## config.mk

```make
export PLATFORM = sky130hd
export DESIGN_NAME = reg_bus_master
export DESIGN_NICKNAME = d
export VERILOG_FILES = /design/src/rtl/reg_bus_master.sv
export SDC_FILE = /design/constraint.sdc
export NUM_CORES = 1
export LEC_CHECK = 0
export ABC_AREA = 1
export BUFFER_PORTS_ARGS = -buffer_cell sky130_fd_sc_hd__buf_2
export CAP_MARGIN = 20
export CORE_MARGIN = 2
export CORE_UTILIZATION = 38
export CTS_CLUSTER_DIAMETER = 150
export DETAILED_ROUTE_END_ITERATION = 6
export GPL_TIMING_DRIVEN = 0
export SYNTH_ARGS = -nofsm -noshare
export SYNTH_HDL_FRONTEND = slang
export SYNTH_SLANG_ARGS = --single-unit
```

## constraint.sdc

```tcl
create_clock -name clk -period 4.85 [get_ports clk]
set_input_delay 0.2425 -clock clk [delete_from_list [all_inputs] [get_ports clk]]
set_output_delay 0.2425 -clock clk [all_outputs]
set_load 0.01 [all_outputs]
```

## src/rtl/reg_bus_master.sv

```systemverilog
// Register-bus initiator.
// Takes RISC-V style load/store requests (byte address + funct3 size code) over a
// valid/ready handshake, runs one bus cycle per legal request, and returns
// lane-extracted, sign/zero-extended load data over a valid/ready response channel.
// Illegal, misaligned or out-of-lane accesses complete with rsp_err=1 and never
// touch the bus.
// Ports:
//   clk, reset            clock, synchronous active-high reset
//   req_valid/req_ready   request handshake (ready only while idle)
//   req_we, req_addr, req_funct3, req_wdata   request payload
//   rsp_valid/rsp_ready   response handshake
//   rsp_rdata, rsp_err    response payload (rdata is 0 for stores and errors)
//   addr, wben, r_wn, wdata   bus outputs (idle: r_wn=1, wben=00, wdata=0)
//   rdata                 bus read data, valid RD_LATENCY cycles after the read
module reg_bus_master #(
  parameter int unsigned RD_LATENCY = 1
) (
  input  logic        clk,
  input  logic        reset,
  input  logic        req_valid,
  output logic        req_ready,
  input  logic        req_we,
  input  logic [4:0]  req_addr,
  input  logic [2:0]  req_funct3,
  input  logic [31:0] req_wdata,
  output logic        rsp_valid,
  input  logic        rsp_ready,
  output logic [31:0] rsp_rdata,
  output logic        rsp_err,
  output logic [2:0]  addr,
  output logic [1:0]  wben,
  output logic        r_wn,
  output logic [31:0] wdata,
  input  logic [31:0] rdata
);

  typedef enum logic [1:0] {StIdle, StIssue, StWait, StResp} state_e;

  localparam logic [2:0] LatInit = 3'(RD_LATENCY);

  state_e state_q, state_d;

  logic        req_ready_q, req_ready_d;
  logic        rsp_valid_q, rsp_valid_d;
  logic [31:0] rsp_rdata_q, rsp_rdata_d;
  logic        rsp_err_q, rsp_err_d;
  logic [2:0]  addr_q, addr_d;
  logic [1:0]  wben_q, wben_d;
  logic        r_wn_q, r_wn_d;
  logic [31:0] wdata_q, wdata_d;
  logic [2:0]  cnt_q, cnt_d;
  logic        we_q, we_d;
  logic [1:0]  off_q, off_d;
  logic [2:0]  f3_q, f3_d;

  logic        accept;
  logic        legal;
  logic [1:0]  st_wben;
  logic [31:0] st_wdata;

  assign accept = req_valid && req_ready_q;

  // Request legality: size code, alignment, and stores restricted to lanes 0-1.
  always_comb begin
    legal = 1'b1;
    case (req_funct3)
      3'b000:         if (req_we && req_addr[1]) legal = 1'b0;
      3'b001:         if (req_addr[0] || (req_we && req_addr[1])) legal = 1'b0;
      3'b010:         if (req_addr[1:0] != 2'b00) legal = 1'b0;
      3'b100, 3'b101: if (req_we || (req_funct3[0] && req_addr[0])) legal = 1'b0;
      default:        legal = 1'b0;
    endcase
  end

  // Store lane mapping; only meaningful for legal stores.
  always_comb begin
    case (req_funct3[1:0])
      2'b00: begin
        if (req_addr[0]) begin
          st_wben  = 2'b10;
          st_wdata = {16'h0000, req_wdata[7:0], 8'h00};
        end else begin
          st_wben  = 2'b01;
          st_wdata = {24'h000000, req_wdata[7:0]};
        end
      end
      2'b01: begin
        st_wben  = 2'b11;
        st_wdata = {16'h0000, req_wdata[15:0]};
      end
      default: begin
        st_wben  = 2'b11;
        st_wdata = req_wdata;
      end
    endcase
  end

  function automatic logic [31:0] extract(input logic [31:0] word, input logic [1:0] off,
                                          input logic [2:0] f3);
    logic [7:0]  b;
    logic [15:0] h;
    b = 8'(word >> {off, 3'b000});
    h = off[1] ? word[31:16] : word[15:0];
    case (f3)
      3'b000:  extract = {{24{b[7]}}, b};
      3'b001:  extract = {{16{h[15]}}, h};
      3'b100:  extract = {24'h000000, b};
      3'b101:  extract = {16'h0000, h};
      default: extract = word;
    endcase
  endfunction

  // State register and registered outputs.
  always_ff @(posedge clk) begin
    if (reset) begin
      state_q     <= StIdle;
      req_ready_q <= 1'b0;
      rsp_valid_q <= 1'b0;
      rsp_rdata_q <= '0;
      rsp_err_q   <= 1'b0;
      addr_q      <= '0;
      wben_q      <= '0;
      r_wn_q      <= 1'b1;
      wdata_q     <= '0;
      cnt_q       <= '0;
      we_q        <= 1'b0;
      off_q       <= '0;
      f3_q        <= '0;
    end else begin
      state_q     <= state_d;
      req_ready_q <= req_ready_d;
      rsp_valid_q <= rsp_valid_d;
      rsp_rdata_q <= rsp_rdata_d;
      rsp_err_q   <= rsp_err_d;
      addr_q      <= addr_d;
      wben_q      <= wben_d;
      r_wn_q      <= r_wn_d;
      wdata_q     <= wdata_d;
      cnt_q       <= cnt_d;
      we_q        <= we_d;
      off_q       <= off_d;
      f3_q        <= f3_d;
    end
  end

  // Next-state logic.
  always_comb begin
    state_d = state_q;
    case (state_q)
      StIdle:  if (accept) state_d = legal ? StIssue : StResp;
      StIssue: state_d = we_q ? StResp : StWait;
      StWait:  if (cnt_q == 3'd1) state_d = StResp;
      StResp:  if (rsp_ready) state_d = StIdle;
      default: state_d = StIdle;
    endcase
  end

  // Next values of the registered outputs. The bus strobes default to idle, so
  // anything loaded on the accept edge is a single-cycle pulse in ISSUE.
  always_comb begin
    req_ready_d = (state_d == StIdle);
    rsp_valid_d = rsp_valid_q;
    rsp_rdata_d = rsp_rdata_q;
    rsp_err_d   = rsp_err_q;
    addr_d      = addr_q;
    wben_d      = 2'b00;
    r_wn_d      = 1'b1;
    wdata_d     = '0;
    cnt_d       = cnt_q;
    we_d        = we_q;
    off_d       = off_q;
    f3_d        = f3_q;
    case (state_q)
      StIdle: begin
        if (accept) begin
          we_d  = req_we;
          off_d = req_addr[1:0];
          f3_d  = req_funct3;
          if (legal) begin
            addr_d = req_addr[4:2];
            if (req_we) begin
              r_wn_d  = 1'b0;
              wben_d  = st_wben;
              wdata_d = st_wdata;
            end
          end else begin
            rsp_valid_d = 1'b1;
            rsp_err_d   = 1'b1;
            rsp_rdata_d = '0;
          end
        end
      end
      StIssue: begin
        if (we_q) begin
          rsp_valid_d = 1'b1;
          rsp_err_d   = 1'b0;
          rsp_rdata_d = '0;
        end else begin
          cnt_d = LatInit;
        end
      end
      StWait: begin
        cnt_d = cnt_q - 3'd1;
        if (cnt_q == 3'd1) begin
          rsp_valid_d = 1'b1;
          rsp_err_d   = 1'b0;
          rsp_rdata_d = extract(rdata, off_q, f3_q);
        end
      end
      StResp: begin
        if (rsp_ready) rsp_valid_d = 1'b0;
      end
      default: ;
    endcase
  end

  assign req_ready = req_ready_q;
  assign rsp_valid = rsp_valid_q;
  assign rsp_rdata = rsp_rdata_q;
  assign rsp_err   = rsp_err_q;
  assign addr      = addr_q;
  assign wben      = wben_q;
  assign r_wn      = r_wn_q;
  assign wdata     = wdata_q;

endmodule

```

==> run_results.csv <==
group,metric,value,unit
worst_setup_path,reg2reg_to,"rsp_rdata[18]",
yosys,synthTopCellsByArea,"dfxtp_1 42%, nand2_1 12%, inv_1 9.9%, nor2_1 9.5%, a21oi_1 7.2%",
global_route,grt_use_total,0.206,
place,portBuffers,149,
global_route,grt_pass1_vias,4082,
finish,nets,840,
finish,layout_commonest_cell,"buf_2",
status,status,"complete, no violations",
yosys,synth_edf_count,0,
run,max_cap_violations,0,
worst_setup_path,cp-end-kind,"flop",
sta,maxSlewViolCount,0,
sta,max_slew_margin,0.662,
drt,drc,0,
clock_tree,cts_sinks,84,
yosys,synthMuxAreaShare,0,
sta,worst_slew_pin_slew,507,ps
min_path,holdPathEnd,"wdata[21]",
clock_tree,h-tree-depth,3,
drt,routed_via_density,4.63,
power_and_ir_drop,leakagePower,2.84,nW
yosys,async_flop_share,0,
die,die_h,106,µm
yosys,syn_inst,596,
drt,wl,11300,µm
yosys,synth-seq-area-share,0.422,
yosys,post-synth-top-area-cell,"dfxtp_1",
sta,period_minus_slack,2080,ps
clock_tree,cts-resized-gates,0,
place,gp_routability_congestion,0.909,
yosys,syn_nets,680,
global_route,antenna_found_initial,0,
worst_setup_path,rr_startpoint,"state_q[0]",
die,die_area,0.0113,mm²
place,dp_hpwl,8770,µm
yosys,synth_flop_cell,"dfxtp_1",
drt,ant_nets,0,
sta,finalClockSkew,14.2,ps
finish,fin_area,0.00512,mm²
sta,setup_viol,0,
yosys,ys_types,35,
min_path,hp-class,"in -> reg",
drt,vias,4149,
global_route,grt_start_max_net_pins,14,
power_and_ir_drop,vdd_ir_drop_max,195,µV
sta,finalSetupTns,0,ps
clock_tree,cts-root-buf,"clkbuf_8",
sta,post-route-period-util,0.429,
global_route,grt_pass1_wl,18600,µm
yosys,yosysTopAreaCellShare,0.422,
finish,diodes,0,
sta,hold_violations,0,
die,core,0.0103,mm²
yosys,synth_top_family_by_area,"simple AND/OR/NAND/NOR gates",
worst_setup_path,crit_fanout,10,
drt,drt-initial-drc-count,148,
power_and_ir_drop,p_total,2.81,mW
yosys,synth-compound-area-share,0.145,
place,place_area,0.00490,mm²
sta,clock.fmax,481,MHz
clock_tree,cts_made_buffers,9,
place,dp_cells,881,
yosys,synth_xor_area_frac,0,
yosys,synth_warnings,0,
clock_tree,cts_tree,"done",
finish,final_cell_mix,"158 x buf_2, 132 x nand2_1, 105 x inv_1, 101 x nor2_1, 84 x dfxtp_1",
yosys,synth_area,0.00399,mm²
yosys,synthAdderAreaFrac,0.0220,
clock_tree,post_cts_buffers,0,
die,rows,37,
die,start_util,0.388,
die,die-width,106,µm
sta,rsz0062_at_grt,"no",
min_path,hp-start,"req_wdata[21]",
worst_setup_path,r2r_setup_slack,2770,ps
global_route,grt_overflow_total,0,
finish,area_growth,28.4,%
power_and_ir_drop,powerDensity,548,mW/mm²
drt,wl_per_cell,12.6,µm
finish,layout-drive-gt1-share,0.255,
clock_tree,clk_pin_slew,90,ps
worst_setup_path,crit_type,"reg -> reg",
worst_setup_path,critPathArrivalTime,2340,ps
sta,setup_ws,2770,ps
yosys,yosys.area_share.simple,0.273,
worst_setup_path,cp.required,5110,ps
die,io_pins,150,
place,place_ws,2880,ps
finish,layoutNonFillerInstCount,897,
worst_setup_path,reg2reg_depth,8,
min_path,holdPathStages,3,
yosys,synth_seq_cells,84,
clock_tree,ctsHoldBuffers,0,
worst_setup_path,startpoint_type,"flop",
yosys,postSynthAreaPerCell,6.69,µm²
clock_tree,cts_buffer_depth,2,
clock_tree,clk_latency,370,ps
drt,first_pass_iters,4,
## layer usage
layer	wire, µm	part of all wire	GRT usage	vias to the layer above
met5	0	0	0	-
met4	326	0.029	0.0983	0
met3	1050	0.093	0.0582	26
met2	4970	0.44	0.340	173
met1	4970	0.44	0.247	1808
li1	-	-	-	2142
## synthesized netlist by cell type (3+ instances only)
library cell	n
a21oi_1	57
a22oi_1	9
buf_2	9
buf_4	5
clkbuf_1	8
dfxtp_1	84
ha_1	7
inv_1	105
inv_2	3
nand2_1	132
nand3_1	15
nor2_1	101
nor3_1	3
o211ai_1	6
o21ai_0	26
## layout make-up
class	instances	area, µm²
sequential	84	1680
clock inverter	4	72.6
fill	1119	5160
clock buffer	12	145
timing repair buffer	149	746
inverter	109	409
multi-input combinational	377	1750
tap	136	170
buffer	26	144
## metrics by stage
step,hold slack (ps),util
after CTS,75.4,0.498
after detailed placement,455,0.477
after global placement,449,0.477
final,85.7,0.498
after floorplan,355,-
after global routing,83.4,0.498
## worst max path at each step
stage	cells after the start	slack [ps]	from	end
2_1_floorplan	7	3240	state_q[0]	state_q[1]
3_3_place_gp	8	2890	state_q[0]	rsp_rdata[18]
3_5_place_dp	8	2880	state_q[0]	rsp_rdata[18]
4_1_cts	8	2870	state_q[0]	rsp_rdata[18]
5_1_grt	8	2660	state_q[0]	rsp_rdata[18]
6_report	8	2770	state_q[0]	rsp_rdata[18]
## registers in the layout, indices dropped and copies added, names as in the netlist
name and count:
rsp_rdata 32, wdata 32, addr 3, cnt_q 3, f3_q 3, off_q 2
state_q 2, wben 2, r_wn 1, req_ready 1, rsp_err 1, rsp_valid 1
we_q 1
## cells by family after synthesis
group	Yosys count
AOI/OAI and AO/OA	105
adders and majority gates	7
and+or+nand+nor	265
buffers and inverters	135
DFF	84
## report_power, final
| group | internal [mW] | switching (mW) | leakage [nW] | total, mW |
|---|---|---|---|---|
| clock network | 0.304 | 0.254 | 0.107 | 0.557 |
| registers | 0.843 | 0.0750 | 0.683 | 0.918 |
| logic | 0.495 | 0.834 | 2.05 | 1.33 |
| total | 1.64 | 1.16 | 2.84 | 2.81 |
## worst max-delay path, cell delays in order, from the launching register on
cell and delay (ps):
dfxtp_1 400, inv_1 130, ha_1 230, buf_2 200, inv_2 160, clkbuf_1 400
nor2_1 100, a21oi_1 290, nor2_1 70
Note: power is estimated with default switching activity, not from simulation.
